===== src/rtl/gpu_opcode_fetch_if.sv =====
// Issue bus from the opcode fetcher to the core array: one opcode per execute pulse.
// The core array raises core_ready when it can accept an opcode that cycle.
interface gpu_opcode_fetch_if;
  logic [15:0] opcode;
  logic        execute;
  logic        core_ready;

  modport master (output opcode, output execute, input core_ready);
  modport slave  (input opcode, input execute, output core_ready);
endinterface


===== src/rtl/gpu_opcode_fetch.sv =====
// Strobe-synchronised byte pairs -> 16-bit opcodes -> FIFO -> one-cycle execute pulses.
// Strobe-to-issue is 4 edges; core_ready low holds opcodes, a push onto a full FIFO is dropped.
module gpu_opcode_fetch #(
  parameter  int FIFO_DEPTH = 4,
  localparam int PTR_W      = $clog2(FIFO_DEPTH),
  localparam int LVL_W      = PTR_W + 1
) (
  input  logic               clk_i,
  input  logic               rst_i,
  input  logic [7:0]         byte_in_i,
  input  logic               byte_strobe_i,
  input  logic               flush_i,
  gpu_opcode_fetch_if.master issue_if,
  output logic               fifo_full_o,
  output logic               fifo_empty_o,
  output logic               overflow_o,
  output logic [LVL_W-1:0]   level_o
);

  logic             s1_q, s2_q, prev_q;
  logic             phase_q;
  logic [7:0]       hi_q;
  logic [PTR_W-1:0] wr_ptr_q, rd_ptr_q;
  logic [LVL_W-1:0] count_q, count_d;
  logic [15:0]      opcode_q;
  logic             execute_q;
  logic             overflow_q;
  logic [15:0]      mem_q [FIFO_DEPTH];

  logic strobe_edge, full, empty, push_req, push, pop, drop;

  always_comb begin
    strobe_edge = s2_q & ~prev_q;
    full        = (count_q == LVL_W'(FIFO_DEPTH));
    empty       = (count_q == '0);
    // Emptiness is judged on the registered count, so a word never falls through.
    pop         = ~empty & issue_if.core_ready & ~flush_i;
    push_req    = strobe_edge & phase_q & ~flush_i;
    push        = push_req & (~full | pop);
    drop        = push_req & full & ~pop;
    count_d     = count_q;
    if (push && !pop) begin
      count_d = count_q + LVL_W'(1);
    end else if (pop && !push) begin
      count_d = count_q - LVL_W'(1);
    end
  end

  always_ff @(posedge clk_i) begin
    if (push) begin
      mem_q[wr_ptr_q] <= {hi_q, byte_in_i};
    end
  end

  always_ff @(posedge clk_i) begin
    if (rst_i) begin
      s1_q       <= 1'b0;
      s2_q       <= 1'b0;
      prev_q     <= 1'b0;
      phase_q    <= 1'b0;
      hi_q       <= 8'h00;
      wr_ptr_q   <= '0;
      rd_ptr_q   <= '0;
      count_q    <= '0;
      opcode_q   <= 16'h0000;
      execute_q  <= 1'b0;
      overflow_q <= 1'b0;
    end else begin
      s1_q   <= byte_strobe_i;
      s2_q   <= s1_q;
      prev_q <= s2_q;
      if (flush_i) begin
        wr_ptr_q  <= '0;
        rd_ptr_q  <= '0;
        count_q   <= '0;
        phase_q   <= 1'b0;
        execute_q <= 1'b0;
      end else begin
        if (strobe_edge) begin
          if (!phase_q) begin
            hi_q    <= byte_in_i;
            phase_q <= 1'b1;
          end else begin
            phase_q <= 1'b0;
          end
        end
        if (push) begin
          wr_ptr_q <= wr_ptr_q + PTR_W'(1);
        end
        if (pop) begin
          rd_ptr_q <= rd_ptr_q + PTR_W'(1);
          opcode_q <= mem_q[rd_ptr_q];
        end
        if (drop) begin
          overflow_q <= 1'b1;
        end
        execute_q <= pop;
        count_q   <= count_d;
      end
    end
  end

  assign issue_if.opcode  = opcode_q;
  assign issue_if.execute = execute_q;
  assign fifo_full_o      = full;
  assign fifo_empty_o     = empty;
  assign overflow_o       = overflow_q;
  assign level_o          = count_q;

endmodule


===== src/flat_wrapper.sv =====
// flat-port wrapper written by rule: the top's interface ports become plain ports
module gpu_opcode_fetch_flat 
#(
  parameter  int FIFO_DEPTH = 4,
  localparam int PTR_W      = $clog2(FIFO_DEPTH),
  localparam int LVL_W      = PTR_W + 1
)
  (clk_i, rst_i, byte_in_i, byte_strobe_i, flush_i, fifo_full_o, fifo_empty_o, overflow_o, level_o, issue_if_opcode, issue_if_execute, issue_if_core_ready);
  gpu_opcode_fetch_if issue_if_i ();
  input  logic clk_i;
  input  logic rst_i;
  input  logic [7:0] byte_in_i;
  input  logic byte_strobe_i;
  input  logic flush_i;
  output logic fifo_full_o;
  output logic fifo_empty_o;
  output logic overflow_o;
  output logic [LVL_W-1:0] level_o;
  output wire logic [$bits(issue_if_i.opcode)-1:0] issue_if_opcode;
  output wire logic [$bits(issue_if_i.execute)-1:0] issue_if_execute;
  input wire logic [$bits(issue_if_i.core_ready)-1:0] issue_if_core_ready;
  assign issue_if_opcode = issue_if_i.opcode;
  assign issue_if_execute = issue_if_i.execute;
  assign issue_if_i.core_ready = issue_if_core_ready;
  gpu_opcode_fetch #(.FIFO_DEPTH(FIFO_DEPTH)) u_core (.clk_i(clk_i), .rst_i(rst_i), .byte_in_i(byte_in_i), .byte_strobe_i(byte_strobe_i), .flush_i(flush_i), .issue_if(issue_if_i), .fifo_full_o(fifo_full_o), .fifo_empty_o(fifo_empty_o), .overflow_o(overflow_o), .level_o(level_o));
endmodule

===== config.mk =====
export PLATFORM = sky130hd
export DESIGN_NAME = gpu_opcode_fetch_flat
export DESIGN_NICKNAME = d
export VERILOG_FILES = /design/src/rtl/gpu_opcode_fetch_if.sv /design/src/rtl/gpu_opcode_fetch.sv /design/src/flat_wrapper.sv
export SDC_FILE = /design/constraint.sdc
export NUM_CORES = 1
export LEC_CHECK = 0
export ABC_AREA = 1
export BUFFER_PORTS_ARGS = -buffer_cell sky130_fd_sc_hd__buf_2
export CAP_MARGIN = 20
export CORE_MARGIN = 2
export CORE_UTILIZATION = 59
export DETAILED_ROUTE_END_ITERATION = 6
export GPL_TIMING_DRIVEN = 0
export HOLD_SLACK_MARGIN = 0.08
export PLACE_DENSITY = 0.8
export SYNTH_ARGS = -nofsm -noshare
export SYNTH_HDL_FRONTEND = slang
export SYNTH_SLANG_ARGS = --single-unit

===== constraint.sdc =====
create_clock -name clk_i -period 6.6 [get_ports clk_i]
set_clock_uncertainty 0.2 [all_clocks]
set_input_delay 0.99 -clock clk_i [delete_from_list [all_inputs] [get_ports clk_i]]
set_output_delay 0.99 -clock clk_i [all_outputs]
set_load 0.005 [all_outputs]

==> results.json <==
{
  "status": "finished, final reports clean",
  "grt_max_degree": 18,
  "cts_setup_buffers": 0,
  "drt-vias-per-instance": 4.878,
  "path_clk_slew_ns": 0.09,
  "postCtsHoldBufs": 0,
  "rr_startpoint": "u_core.phase_q",
  "fmax_ghz": 0.3592,
  "netlist.area_leader.share": 0.4547,
  "cp_data_arrival_time_ns": 2.86,
  "drcViolationCount": 0,
  "critPathBufInv": 4,
  "cp_common_cell": "inv_1",
  "reg2reg_setup_slack_ns": 4.11,
  "synthXorXnorAreaFrac": 0,
  "synth_area_leaders": "edfxtp_1, dfxtp_1, nand2_1",
  "drtPass1Iterations": 4,
  "slew_headroom": 0.3584,
  "synth_top_cell_by_area": "edfxtp_1",
  "cts_resized": 0,
  "wl_per_cell_um": 13.61,
  "finalHoldViolCount": 0,
  "synthTopCellsByCount": "nand2_1, inv_1, edfxtp_1, nor2_1, dfxtp_1",
  "ys_types": 21,
  "syn_avg_cell_area_um2": 9.070,
  "portBuffers": 35,
  "nets": 531,
  "min_period_ns": 2.784,
  "dp_hpwl_um": 5482,
  "setup_viol": 0,
  "synthAdderAreaFrac": 0.01954,
  "ant_nets": 0,
  "clkSinkCount": 101,
  "routed_wirelength_um": 8342,
  "core_mm2": 0.006869,
  "hold_path_class": "register to register",
  "synth_top_family_by_area": "simple AND/OR/NAND/NOR gates",
  "yosysSeqAreaShare": 0.6300,
  "fp.dieArea_mm2": 0.007857,
  "leakagePower_nw": 2.175,
  "crit_slowest_cell": "fa_1",
  "synth_edf_count": 64,
  "fin_setup_tns_ns": 0,
  "yosysMostFrequentCell": "nand2_1",
  "p_per_area_mw_per_mm2": 235.3,
  "clock-root-buffer": "clkbuf_8",
  "end_kind": "register",
  "finalWeightedCongestion": 0.7550,
  "numCtsBuffers": 9,
  "drt_iter0_markers": 288,
  "r2r_end": "u_core.level_o[2]",
  "io-pin-count": 36,
  "synthesis.nets": 485,
  "clk-insertion-delay-late_ns": 0.37,
  "crit_fanout": 6,
  "path_class": "input port to register",
  "crit_required_ns": 6.68,
  "reg2reg_depth": 12,
  "ir_worst_vdd_uv": 164.8,
  "cp_cell_sequence": "buf_2 > nor2_1 > nand2_1 > inv_1 > ha_1 > inv_1 > fa_1 > or2_2 > nand3_1 > nand2_1 > inv_1 > nor2_1",
  "grt_pass1_wl_um": 13190,
  "syn_inst": 466,
  "synth_ff_type": "edfxtp_1",
  "grt_use_total": 0.2301,
  "worstSetupStartpointType": "input port",
  "synth_mux_area_frac": 0,
  "ys_warn_count": 0,
  "cp_slowest_stage_delay_ns": 0.37,
  "hp-start": "u_core.s1_q",
  "max_cap_violations": 0,
  "grt_pass1_vias": 2805,
  "drive_gt1_frac": 0.1528,
  "holdPathEnd": "u_core.s2_q",
  "synth-compound-area-share": 0.01895,
  "critPathTopFamily": "simple AND/OR/NAND/NOR gates",
  "synth_seq_cells": 101,
  "start_util": 0.6153,
  "worst_pin_slew_ns": 0.9613,
  "htree_levels": 3,
  "slew_violations": 0,
  "overflow": 0,
  "rows": 30,
  "syn_area_mm2": 0.004227,
  "synthArstFlopShare": 0,
  "dieHeight_um": 88.64,
  "post-route-util": 0.6916,
  "die_w_um": 88.64,
  "fin_crit_sh": 0.4218,
  "vias": 2990,
  "rsz0062_at_grt": "false",
  "cts_tree": "built",
  "antenna_found_initial": 0,
  "finalPower_mw": 1.118,
  "yosys.area_share.simple": 0.2430,
  "clock_path_buffers": 2,
  "syn_to_final_growth_pct": 12.40,
  "diodes": 0,
  "whs_path_depth": 2
}
## flip-flops by register name, summed over array words and instances, names as in the netlist
| signal | flops |
|---|---|
| u_core.wr_ptr_q | 2 |
| u_core.phase_q | 1 |
| u_core.rd_ptr_q | 2 |
| u_core.mem_q | 64 |
| u_core.hi_q | 8 |
| u_core.s1_q | 1 |
| u_core.level_o | 3 |
| u_core.overflow_o | 1 |
| u_core.issue_if.opcode | 16 |
| u_core.s2_q | 1 |
| u_core.prev_q | 1 |
| u_core.issue_if.execute | 1 |
## worst max path at each step
stage,start,to,slack [ns],cells past startpoint
2_1_floorplan,flush_i,u_core.level_o[2],3.81,11
3_3_place_gp,flush_i,u_core.mem_q[3][4],3.22,4
3_5_place_dp,flush_i,u_core.level_o[2],3.44,12
4_1_cts,flush_i,u_core.level_o[2],3.82,12
5_1_grt,flush_i,u_core.level_o[2],3.64,11
6_report,flush_i,u_core.level_o[2],3.82,12
## stage by stage
step | hold slack, ns | worst slack [ns] | instances | area [µm²]
final | 0.2163 | 3.816 | 613 | 4751
after global routing | 0.2391 | 3.639 | 613 | 4751
after detailed placement | 0.2076 | 3.438 | 597 | 4532
after floorplan | 0.1883 | 3.812 | 466 | 4227
after CTS | 0.2216 | 3.822 | 613 | 4751
after global placement | 0.1927 | 3.216 | 597 | 4522
## placed cells by master (no fill, tap or decap), drive strengths merged
cell type  Yosys  layout
a21oi         15      15
buf           13      48
bufinv         0       2
clkbuf         2      11
clkinv         0       2
dfxtp         37      37
edfxtp        64      64
fa             1       1
ha             5       5
inv           72      75
nand2        171     171
nand3         31      31
nand4          1       1
nor2          52      52
o21ai          1       1
or2            1       1
## where the power goes
group / internal, mW / switching (mW)
clock network: 0.216 / 0.211
logic: 0.00555 / 0.0142
registers: 0.669 / 0.00184
## routing by layer
| layer | routed length, µm | track usage | share of wire |
|---|---|---|---|
| met1 | 3498 | 0.2907 | 0.42 |
| met2 | 4099 | 0.3752 | 0.49 |
| met3 | 577 | 0.05970 | 0.069 |
| met4 | 166 | 0.1019 | 0.020 |
| met5 | 0 | 0 | 0 |
## worst reg2reg max path, stage by stage (launching register included)
cell and delay, ns:
dfxtp_1 0.37, nand3_1 0.10, nor2_1 0.29, nand2_1 0.25, inv_1 0.10, ha_1 0.14
inv_1 0.06, fa_1 0.37, or2_2 0.32, nand3_1 0.07, nand2_1 0.05, inv_1 0.04
nor2_1 0.04
## cells by family (layout without fill, tap and decap cells)
logic type,count (synthesis),in the layout
AND/OR/NAND/NOR,256,256
AO/OA/AOI/OAI,16,16
adder cells (fa/ha/maj),6,6
flip-flops,101,101
buffers and inverters,87,138
## final cells by class
| cell class | count | area [µm²] |
|---|---|---|
| sequential | 101 | 2663 |
| fill | 550 | 2118 |
| multi-input combinational | 278 | 1200 |
| inverter | 72 | 272.8 |
| timing repair buffer | 35 | 175.2 |
| clock buffer | 9 | 123.9 |
| tap | 96 | 120.1 |
| buffer | 15 | 101.3 |
| clock inverter | 7 | 95.09 |
Power figures use the tool's default switching activity.
